--- src/rtl/lcd_pkg.sv ---
// Shared constants for the ST7735-class panel controller: command codes, colours,
// FSM encoding and the power-up init ROM.
package lcd_pkg;

   localparam logic [7:0] CMD_SLPOUT = 8'h11;
   localparam logic [7:0] CMD_DISPON = 8'h29;
   localparam logic [7:0] CMD_CASET  = 8'h2A;
   localparam logic [7:0] CMD_RASET  = 8'h2B;
   localparam logic [7:0] CMD_RAMWR  = 8'h2C;
   localparam logic [7:0] CMD_MADCTL = 8'h36;
   localparam logic [7:0] CMD_COLMOD = 8'h3A;

   localparam logic [15:0] COL_BLACK = 16'h0000;
   localparam logic [15:0] COL_WHITE = 16'hFFFF;
   localparam logic [15:0] COL_RED   = 16'hF800;
   localparam logic [15:0] COL_GREEN = 16'h07E0;
   localparam logic [15:0] COL_BLUE  = 16'h001F;

   localparam logic [2:0] ST_RST_LOW  = 3'd0;
   localparam logic [2:0] ST_RST_WAIT = 3'd1;
   localparam logic [2:0] ST_INIT     = 3'd2;
   localparam logic [2:0] ST_IDLE     = 3'd3;
   localparam logic [2:0] ST_WIN      = 3'd4;
   localparam logic [2:0] ST_STREAM   = 3'd5;

   // Which half of the current pixel the shifter is working on.
   typedef enum logic [1:0] {
      PIX_NONE = 2'd0,
      PIX_HI   = 2'd1,
      PIX_LO   = 2'd2
   } pix_stage_t;

   typedef enum logic [1:0] {
      PH_SETUP = 2'd0,
      PH_LOW   = 2'd1,
      PH_HIGH  = 2'd2,
      PH_TAIL  = 2'd3
   } spi_phase_t;

   localparam int INIT_DEPTH = 6;
   localparam int WIN_DEPTH  = 11;

   // Entry format is {dc, byte}; entry 0 must stay SLPOUT, the controller waits after it.
   function automatic logic [8:0] init_rom(input logic [3:0] idx);
      logic [8:0] entry;
      case (idx)
         4'd0:    entry = {1'b0, CMD_SLPOUT};
         4'd1:    entry = {1'b0, CMD_MADCTL};
         4'd2:    entry = {1'b1, 8'h00};
         4'd3:    entry = {1'b0, CMD_COLMOD};
         4'd4:    entry = {1'b1, 8'h05};
         4'd5:    entry = {1'b0, CMD_DISPON};
         default: entry = 9'h000;
      endcase
      return entry;
   endfunction

endpackage

--- src/rtl/spi_byte_tx.sv ---
// Mode-0, MSB-first byte shifter: one setup cycle, eight SCL periods of 2*CLK_DIV
// cycles, one trailing low cycle, then a one-cycle tx_done.
module spi_byte_tx
   import lcd_pkg::*;
#(
   parameter int CLK_DIV = 2
) (
   input  logic       clk,
   input  logic       rst_n,
   input  logic       start,
   input  logic       dc,
   input  logic [7:0] data,
   output logic       busy,
   output logic       tx_done,
   output logic       scl,
   output logic       sda,
   output logic       dc_line
);

   localparam int DW = (CLK_DIV > 1) ? $clog2(CLK_DIV) : 1;

   spi_phase_t      phase;
   logic [DW-1:0]   div_cnt;
   logic [2:0]      bit_cnt;
   logic [7:0]      shreg;
   logic            div_end;

   assign div_end = (div_cnt == DW'(CLK_DIV - 1));

   // NOTE: all state below uses non-blocking assignments so every register samples
   // pre-edge values; blocking here would make the shift order depend on statement order.
   always_ff @(posedge clk or negedge rst_n) begin
      if (!rst_n) begin
         busy    <= 1'b0;
         tx_done <= 1'b0;
         phase   <= PH_SETUP;
         div_cnt <= '0;
         bit_cnt <= '0;
         shreg   <= '0;
         scl     <= 1'b0;
         sda     <= 1'b0;
         dc_line <= 1'b0;
      end else begin
         tx_done <= 1'b0;
         if (!busy) begin
            if (start) begin
               busy    <= 1'b1;
               phase   <= PH_SETUP;
               dc_line <= dc;
               shreg   <= data;
               sda     <= data[7];
            end
         end else begin
            case (phase)
               PH_SETUP: begin
                  phase   <= PH_LOW;
                  div_cnt <= '0;
                  bit_cnt <= 3'd7;
               end
               PH_LOW: begin
                  if (div_end) begin
                     scl     <= 1'b1;
                     phase   <= PH_HIGH;
                     div_cnt <= '0;
                  end else begin
                     div_cnt <= div_cnt + 1'b1;
                  end
               end
               PH_HIGH: begin
                  if (div_end) begin
                     // SDA only moves together with the falling SCL edge.
                     scl     <= 1'b0;
                     div_cnt <= '0;
                     if (bit_cnt == 3'd0) begin
                        phase <= PH_TAIL;
                     end else begin
                        bit_cnt <= bit_cnt - 1'b1;
                        shreg   <= {shreg[6:0], 1'b0};
                        sda     <= shreg[6];
                        phase   <= PH_LOW;
                     end
                  end else begin
                     div_cnt <= div_cnt + 1'b1;
                  end
               end
               PH_TAIL: begin
                  busy    <= 1'b0;
                  tx_done <= 1'b1;
               end
               default: phase <= PH_SETUP;
            endcase
         end
      end
   end

endmodule

--- src/rtl/lcd_spi_ctrl.sv ---
// ST7735-class panel controller: reset/init sequencing, window setup and flow-controlled
// RGB565 streaming over a single spi_byte_tx shifter.
module lcd_spi_ctrl
   import lcd_pkg::*;
#(
   parameter int LCD_W         = 132,
   parameter int LCD_H         = 162,
   parameter int CLK_DIV       = 2,
   parameter int RST_CYCLES    = 3000,
   parameter int SLPOUT_CYCLES = 50000,
   parameter int X_OFS         = 0,
   parameter int Y_OFS         = 0
) (
   input  logic        clk,
   input  logic        rst_n,
   input  logic        win_valid,
   output logic        win_ready,
   input  logic [7:0]  win_x0,
   input  logic [7:0]  win_y0,
   input  logic [7:0]  win_x1,
   input  logic [7:0]  win_y1,
   output logic        win_err,
   input  logic        pix_valid,
   output logic        pix_ready,
   input  logic [15:0] pix_data,
   output logic        frame_done,
   output logic        init_done,
   output logic        busy,
   input  logic        bl_en,
   output logic        lcd_rst_n_out,
   output logic        lcd_bl_out,
   output logic        lcd_cs_n_out,
   output logic        lcd_dc_out,
   output logic        lcd_clk_out,
   output logic        lcd_data_out
);

   localparam logic [31:0] RST_LAST = 32'(RST_CYCLES - 1);
   localparam logic [31:0] SLP_LAST = 32'(SLPOUT_CYCLES - 1);
   localparam logic [7:0]  X_OFS8   = 8'(X_OFS);
   localparam logic [7:0]  Y_OFS8   = 8'(Y_OFS);

   logic [2:0]  state;
   logic [31:0] wait_cnt;
   logic [3:0]  idx;
   logic        pending;
   logic        slp_wait;
   pix_stage_t  pix_stage;
   logic [15:0] pix_cnt;
   logic [7:0]  pix_lo;
   logic [7:0]  x0_q, y0_q, x1_q, y1_q;
   logic        win_err_q, frame_done_q, init_done_q;
   logic        cs_n_q, rst_out_q, frame_seen;

   logic        tx_start, tx_dc, tx_busy, tx_done;
   logic [7:0]  tx_data;
   logic [8:0]  win_entry;
   logic        win_bad;
   logic        pix_fire;
   logic [15:0] win_pixels;

   assign win_ready     = (state == ST_IDLE);
   assign busy          = (state != ST_IDLE);
   assign pix_ready     = (state == ST_STREAM) && !pending && !tx_busy &&
                          (pix_stage == PIX_NONE) && (pix_cnt != 16'd0);
   assign pix_fire      = pix_valid && pix_ready;
   assign win_err       = win_err_q;
   assign frame_done    = frame_done_q;
   assign init_done     = init_done_q;
   assign lcd_cs_n_out  = cs_n_q;
   assign lcd_rst_n_out = rst_out_q;
   assign lcd_bl_out    = bl_en && frame_seen;

   assign win_bad = (win_x0 > win_x1) || (win_y0 > win_y1) ||
                    (32'(win_x1) >= 32'(LCD_W)) || (32'(win_y1) >= 32'(LCD_H));

   // Corners are already range-checked, so the product fits 16 bits (max 255*255).
   assign win_pixels = (16'(win_x1) - 16'(win_x0) + 16'd1) *
                       (16'(win_y1) - 16'(win_y0) + 16'd1);

   always_comb begin
      win_entry = 9'h000;
      case (idx)
         4'd0:    win_entry = {1'b0, CMD_CASET};
         4'd1:    win_entry = {1'b1, 8'h00};
         4'd2:    win_entry = {1'b1, x0_q + X_OFS8};
         4'd3:    win_entry = {1'b1, 8'h00};
         4'd4:    win_entry = {1'b1, x1_q + X_OFS8};
         4'd5:    win_entry = {1'b0, CMD_RASET};
         4'd6:    win_entry = {1'b1, 8'h00};
         4'd7:    win_entry = {1'b1, y0_q + Y_OFS8};
         4'd8:    win_entry = {1'b1, 8'h00};
         4'd9:    win_entry = {1'b1, y1_q + Y_OFS8};
         4'd10:   win_entry = {1'b0, CMD_RAMWR};
         default: win_entry = 9'h000;
      endcase
   end

   // NOTE: every output of this block is given a default first, so no path can
   // leave a value unassigned and infer a latch.
   always_comb begin
      tx_start = 1'b0;
      tx_dc    = 1'b0;
      tx_data  = 8'h00;
      case (state)
         ST_INIT: begin
            if (!pending && !slp_wait) begin
               tx_start          = 1'b1;
               {tx_dc, tx_data}  = init_rom(idx);
            end
         end
         ST_WIN: begin
            if (!pending) begin
               tx_start          = 1'b1;
               {tx_dc, tx_data}  = win_entry;
            end
         end
         ST_STREAM: begin
            if (pix_fire) begin
               tx_start = 1'b1;
               tx_dc    = 1'b1;
               tx_data  = pix_data[15:8];
            end else if (pix_stage == PIX_LO && !pending) begin
               tx_start = 1'b1;
               tx_dc    = 1'b1;
               tx_data  = pix_lo;
            end
         end
         default: ;
      endcase
   end

   always_ff @(posedge clk or negedge rst_n) begin
      if (!rst_n) begin
         state        <= ST_RST_LOW;
         wait_cnt     <= '0;
         idx          <= '0;
         pending      <= 1'b0;
         slp_wait     <= 1'b0;
         pix_stage    <= PIX_NONE;
         pix_cnt      <= '0;
         pix_lo       <= '0;
         x0_q         <= '0;
         y0_q         <= '0;
         x1_q         <= '0;
         y1_q         <= '0;
         win_err_q    <= 1'b0;
         frame_done_q <= 1'b0;
         init_done_q  <= 1'b0;
         cs_n_q       <= 1'b1;
         rst_out_q    <= 1'b0;
         frame_seen   <= 1'b0;
      end else begin
         win_err_q    <= 1'b0;
         frame_done_q <= 1'b0;

         // A byte is in flight from the start request until its tx_done.
         if (tx_start) begin
            pending <= 1'b1;
         end else if (tx_done) begin
            pending <= 1'b0;
         end

         case (state)
            ST_RST_LOW: begin
               if (wait_cnt == RST_LAST) begin
                  rst_out_q <= 1'b1;
                  wait_cnt  <= '0;
                  state     <= ST_RST_WAIT;
               end else begin
                  wait_cnt <= wait_cnt + 1'b1;
               end
            end
            ST_RST_WAIT: begin
               if (wait_cnt == RST_LAST) begin
                  wait_cnt <= '0;
                  idx      <= '0;
                  cs_n_q   <= 1'b0;
                  state    <= ST_INIT;
               end else begin
                  wait_cnt <= wait_cnt + 1'b1;
               end
            end
            ST_INIT: begin
               if (slp_wait) begin
                  if (wait_cnt == SLP_LAST) begin
                     slp_wait <= 1'b0;
                     wait_cnt <= '0;
                  end else begin
                     wait_cnt <= wait_cnt + 1'b1;
                  end
               end
               if (tx_done) begin
                  if (idx == 4'(INIT_DEPTH - 1)) begin
                     cs_n_q      <= 1'b1;
                     init_done_q <= 1'b1;
                     state       <= ST_IDLE;
                  end else begin
                     idx <= idx + 1'b1;
                     if (idx == 4'd0) begin
                        slp_wait <= 1'b1;
                        wait_cnt <= '0;
                     end
                  end
               end
            end
            ST_IDLE: begin
               if (win_valid) begin
                  if (win_bad) begin
                     win_err_q <= 1'b1;
                  end else begin
                     x0_q    <= win_x0;
                     y0_q    <= win_y0;
                     x1_q    <= win_x1;
                     y1_q    <= win_y1;
                     pix_cnt <= win_pixels;
                     idx     <= '0;
                     cs_n_q  <= 1'b0;
                     state   <= ST_WIN;
                  end
               end
            end
            ST_WIN: begin
               if (tx_done) begin
                  if (idx == 4'(WIN_DEPTH - 1)) begin
                     pix_stage <= PIX_NONE;
                     state     <= ST_STREAM;
                  end else begin
                     idx <= idx + 1'b1;
                  end
               end
            end
            ST_STREAM: begin
               if (pix_fire) begin
                  pix_lo    <= pix_data[7:0];
                  pix_cnt   <= pix_cnt - 1'b1;
                  pix_stage <= PIX_HI;
               end
               if (tx_done) begin
                  if (pix_stage == PIX_HI) begin
                     pix_stage <= PIX_LO;
                  end else begin
                     pix_stage <= PIX_NONE;
                     if (pix_cnt == 16'd0) begin
                        frame_done_q <= 1'b1;
                        frame_seen   <= 1'b1;
                        cs_n_q       <= 1'b1;
                        state        <= ST_IDLE;
                     end
                  end
               end
            end
            default: state <= ST_RST_LOW;
         endcase
      end
   end

   spi_byte_tx #(
      .CLK_DIV (CLK_DIV)
   ) u_tx (
      .clk     (clk),
      .rst_n   (rst_n),
      .start   (tx_start),
      .dc      (tx_dc),
      .data    (tx_data),
      .busy    (tx_busy),
      .tx_done (tx_done),
      .scl     (lcd_clk_out),
      .sda     (lcd_data_out),
      .dc_line (lcd_dc_out)
   );

endmodule

--- config.mk ---
export PLATFORM = sky130hd
export DESIGN_NAME = lcd_spi_ctrl
export DESIGN_NICKNAME = d
export VERILOG_FILES = /design/src/rtl/lcd_pkg.sv /design/src/rtl/spi_byte_tx.sv /design/src/rtl/lcd_spi_ctrl.sv
export SDC_FILE = /design/constraint.sdc
export NUM_CORES = 1
export LEC_CHECK = 0
export BUFFER_PORTS_ARGS = -buffer_cell sky130_fd_sc_hd__buf_4
export CAP_MARGIN = 5
export CORE_UTILIZATION = 45
export DETAILED_ROUTE_END_ITERATION = 6
export GPL_TIMING_DRIVEN = 0
export SYNTH_ARGS = -nofsm -noshare
export SYNTH_HDL_FRONTEND = slang
export SYNTH_HIERARCHICAL = 1
export SYNTH_SLANG_ARGS = --single-unit
export TNS_END_PERCENT = 30
--- constraint.sdc ---
create_clock -name clk -period 5.07 [get_ports clk]
set_input_delay 0 -clock clk [delete_from_list [all_inputs] [get_ports clk]]
set_output_delay 0 -clock clk [all_outputs]
set_load 0.005 [all_outputs]
After elaboration in Yosys (flattened, before gate mapping). Index checks and enable logic that the tools add are counted.

Flip-flop bits (word level): 123. Input bits: 53. Output and inout bits: 12. Logic and storage cells: 245.

Add/subtract/negate cells: 9. Multiply operators: 1. Order comparisons: 4. Eq/ne operators: 47. Muxes and demuxes: 104. Bitwise logic cells: 3. Reduce and logical (&&, ||, !) cells: 50.

Operator list (count): 2-to-1 mux 32 bit (6); case mux 9 bit (8 select lines) (1); case mux 32 bit (2 select lines) (1); case mux 9 bit (6 select lines) (1); 2-to-1 mux 16 bit (3); 2-to-1 mux 1 bit (41); 2-to-1 mux 3 bit (13); 2-to-1 mux 7 bit (5); adder 32 x 1 -> 32 bit (second input constant) (1); equality test 32 x 12 -> 1 bit (second input constant) (1); equality test 32 x 16 -> 1 bit (second input constant) (1); 2-to-1 mux 8 bit (4); case mux 16 bit (2 select lines) (1); 2-to-1 mux 4 bit (7); inequality test 2 bit (second input constant) (14); AND reduction 4 bit (7); case mux 8 bit (3 select lines) (1); adder 9 x 2 -> 10 bit (second input constant) (2); 2-to-1 mux 2 bit (10); case mux 3 bit (6 select lines) (1); subtractor 8 x 8 -> 9 bit (2); equality test 4 x 3 -> 1 bit (second input constant) (4); >= comparator 8 bit (second input constant) (2); greater-than comparator 8 bit (2); 42 further kinds (87).

Logic depth before layout (Yosys ltp).
Word-level depth: 10. Mapped depth: 31.

By module. Netlist, hierarchy kept.

By module, submodules not included: lcd_spi_ctrl (times used 1, cells an instance 1165, area an instance 10000.8 µm², seq. area each 2628.8 µm²); spi_byte_tx (times used 1, cells an instance 90, area an instance 942.2 µm², seq. area each 450.4 µm²).

Worst setup path after synthesis. No wires, ideal clock.

Path kind: in2reg. Start: input win_y1[0]. End: register pix_cnt[15]. Library setup time: 0.134 ns. Arrival: 6.451 ns. Slack: -1.515 ns. Stages: 30. Path buffers: 2. Cell sequence: inv_1 ha_1 inv_1 fa_1 a211oi_1 o21a_1 or2_1 clkbuf_1 inv_1 a21o_1 a21o_1 o21ba_2 clkbuf_1 nand2_1 fa_1 fa_1 inv_1 fa_1 fa_1 inv_1 fa_1 inv_1 ha_1 inv_1 o21bai_1 a41o_1 nor4_1 nor2_1 xnor3_1 o21ai_1.

Word-level cells in the longest chain between the ends: 6. Elaborated cells on any way between the ends: 13. Those cells by class: add/sub: 2; mul: 1; order compare: 2; eq/ne: 1; mux: 3; reduce/logical: 4.

RTL lines: start, declared (RTL line lcd_spi_ctrl.sv:21) `input logic [7:0] win_y1,`; subtractor 8 x 8 -> 9 bit or greater-than comparator 8 bit (tied branches) (RTL line lcd_spi_ctrl.sv:79, lcd_spi_ctrl.sv:74); adder 9 x 2 -> 10 bit or logical OR 1 bit (tied branches) (RTL line lcd_spi_ctrl.sv:79, lcd_spi_ctrl.sv:74); multiplier 10 x 10 -> 16 bit or logical OR 1 bit (tied branches) (RTL line lcd_spi_ctrl.sv:78, lcd_spi_ctrl.sv:74); 2-to-1 mux 16 bit or logical OR 1 bit (tied branches) (RTL line lcd_spi_ctrl.sv:209, lcd_spi_ctrl.sv:75); 2-to-1 mux 16 bit or inequality test 2 bit (tied branches); case mux 16 bit (2 select lines) or AND reduction 4 bit (tied branches); end signal, assigned (RTL line lcd_spi_ctrl.sv:216) `pix_cnt <= win_pixels;`; end signal, assigned (RTL line lcd_spi_ctrl.sv:236) `pix_cnt <= pix_cnt - 1'b1;`; end, declared (RTL line lcd_spi_ctrl.sv:49) `logic [15:0] pix_cnt;`.

Parallel ways exist; a longest one is shown, timed or not. The select of a mux whose other input is x is not followed. A chain may end at the register's enable or synchronous reset.

Worst setup path in the final report.
Start: input win_y1[0]. End: register pix_cnt[14].

The elaborated chain is that of the path after synthesis.

==> metrics <==
Detailed Routing Iterations Pass 1=5; Iter 0 DRT Violations=794; worst-path fanout max=5; DIE HEIGHT=158 um; final WL=30,500 um; pin count of the biggest net entering global routing=68; area grow syn2layout=28.2%; nature of the critical path startpoint=primary input; Syn Nets=1,452; number of flops mapped to enable cells by yosys=0; routed len/inst=17.4 um; Slowest-stage cell, CP=fa_1; most common cell after layout, fill and taps aside=inv_1; gpl congestion=0.867; row cnt=56; maximum clock rate=163 MHz; slowest stage delay, CP=0.49 ns; hpwl dp=approximately 22,000 um; violated checks=setup timing; Worst Setup End Kind=register; Mapped Cells=1,255; TritonCTS clock tree=done; width of the chip=158 um; critical path arrival=around 6.4 ns; Core Box Area=between 0.02 and 0.025 mm2; CTS Buf Count=17; Clock transition at path regs=0.06 ns; FF+latch area=0.00308 mm2; Longest Clk Path Bufs=2; first-pass GRT wire length=49,700 um; unrepaired setup endpoints after global routing=true; prevailing post-synth register cell=dfrtp_1; Via density=5.57; Nets=1,621; share of cells above drive strength 1=0.200; multi-input logic area=0.00782 mm2; outcome=finished with violations; Detail Route Antenna Nets=0; starting density of the core=0.462; relative slew slack=0.151; skew final=0.0112 ns; Setup CP Type=in2reg; Post-synth ARST share=1.00; endpoints failing hold=0; Seq/Total Area, Yosys=0.281; final setup fails=9; Netlist cell types=84; #FFs+latches synth=around 120; # H-tree levels=4; GRT Residual Overflow=0; Residual DRC=0; clk_lat worst skew=about 0.43 ns; vias=9,779; Period minus WS final=6.13 ns; synth warn=6; CTS sink cnt=123; clk root buf=clkbuf_16; Total GRT Usage=0.258; Filler Cells Inserted=2,090; WHS=0.0224 ns; max-cap violations=0; most frequent CP cell=fa_1; initial antenna violation count=0; CP required=5.36 ns; crit share post-route=1.21; Post-Syn Area=0.0109 mm2; Antenna diodes=0; IO Port Bufs=64; Final Max Tran Viols=0; most frequent cells in the layout=129 x inv_1, 125 x nand2_1, 122 x dfrtp_1; Worst Max-Slew Pin Slew=1.26 ns; full die area=0.0249 mm2; Post-Syn Area per Cell=8.72 um2; I/O pin count=65; vias in the first global route=9,508; final setup margin=-1.06 ns; HP Class=in2reg
## cells in the mapped netlist, drive strengths merged (4+ instances only)
library cell,count,area share
a211oi,6,0.0046
a21o,12,0.0082
a21oi,54,0.025
a221o,4,0.0037
a22o,7,0.0056
a22oi,6,0.0041
a31oi,20,0.011
a32oi,7,0.0056
and2,15,0.0086
and3,18,0.010
buf,7,0.0043
clkbuf,42,0.014
dfrtp,122,0.28
fa,71,0.13
ha,73,0.083
inv,144,0.049
mux2,25,0.026
mux2i,10,0.0091
nand2,126,0.043
nand2b,18,0.010
nand3,26,0.012
nand4,8,0.0046
nor2,114,0.040
nor2b,15,0.0088
nor3,18,0.0082
nor4,10,0.0071
o2111ai,4,0.0032
o21a,5,0.0034
o21ai,115,0.053
o21bai,5,0.0034
o22ai,11,0.0063
o31ai,9,0.0062
or2,9,0.0051
or3,8,0.0046
xnor2,36,0.029
xor2,18,0.016
## path summary, 6_finish.rpt
check / start / to / slack [ns] / cells past startpoint
max reg2reg: wait_cnt[24]$_DFFE_PN0P_ / wait_cnt[18]$_DFFE_PN0P_ / 1.30 / 12
max in group asynchronous: rst_n / lcd_cs_n_out$_DFFE_PN1P_ / 4.23 / 3
min: pix_data[13] / u_tx/shreg[5]$_DFFE_PN0P_ / 0.02 / 4
max: win_y1[0] / pix_cnt[14]$_DFFE_PN0P_ / -1.06 / 31
min reg2reg: frame_seen$_DFFE_PN0P_ / frame_seen$_DFFE_PN0P_ / 0.46 / 1
min in group asynchronous: rst_n / wait_cnt[3]$_DFFE_PN0P_ / 0.10 / 2
## final cells by class
cell class                      instances  share of cell area
Clock buffer                           17              0.0303
Multi-Input combinational cell        938               0.557
Tap cell                              319              0.0285
Timing Repair Buffer                  151              0.0952
Sequential cell                       123               0.220
Inverter                              145              0.0403
Buffer                                 48              0.0159
Clock inverter                         15              0.0128
## timing repair
action / 4_1_cts / 5_1_grt
cloned: 0 / 0
buffers inserted: 33 / 9
endpoints found under the hold margin: 99 / 0
resized for setup: 92 / 21
pin swaps: 57 / 37
endpoints found under the setup margin: 10 / 9
hold buffers: 44 / 0
## per-layer routing
layer	up-vias	wire, um	global-route usage
li1	4642	-	-
met1	4805	14800	0.386
met2	304	13700	0.393
met3	28	1590	0.0320
met4	0	375	0.0668
met5	-	0	0
## metrics by stage
stage               cells   util  setup TNS, ns  setup slack [ns]  cell area, um2
floorplan            1255      -          -5.38            -0.956           11100
global placement     1638  0.507         -14.65             -2.08           12000
detailed placement   1639  0.508         -15.18             -2.14           12000
CTS                  1747  0.584          -5.10            -0.999           13800
global route         1756  0.592          -8.10             -1.32           14000
finish               1756  0.592          -5.65             -1.06           14000
## cell families (layout without fill, tap and decap cells)
group / Yosys count / count (layout) / synth area share
buf+inv: 194 / 376 / 0.0685
xor+xnor: 57 / 57 / 0.0515
flops: 123 / 123 / 0.281
mux: 35 / 35 / 0.0349
simple gates: 398 / 398 / 0.172
compound gates: 304 / 304 / 0.178
fa+ha+maj: 144 / 144 / 0.213
## worst max-delay path, delay by kind of cell
kind / cells / cell delay (ns)
adder cells (fa/ha/maj): 8 / 3.14
AO/OA/AOI/OAI: 10 / 1.90
buffers and inverters: 9 / 0.73
XOR/XNOR: 2 / 0.40
AND/OR/NAND/NOR: 2 / 0.27
## sequential cells by signal (all words and copies together), names as in the netlist, 2 cells and up
name / flops
pix_stage: 2
u_tx/phase: 2
y0_q: 8
u_tx/shreg: 7
x1_q: 8
idx: 4
state: 3
u_tx/bit_cnt: 3
y1_q: 8
x0_q: 8
pix_cnt: 16
pix_lo: 8
wait_cnt: 32
Power is left out: the tool's default activity adds up to more than one toggle a clock period on the data nets, which glitch-free logic cannot reach.
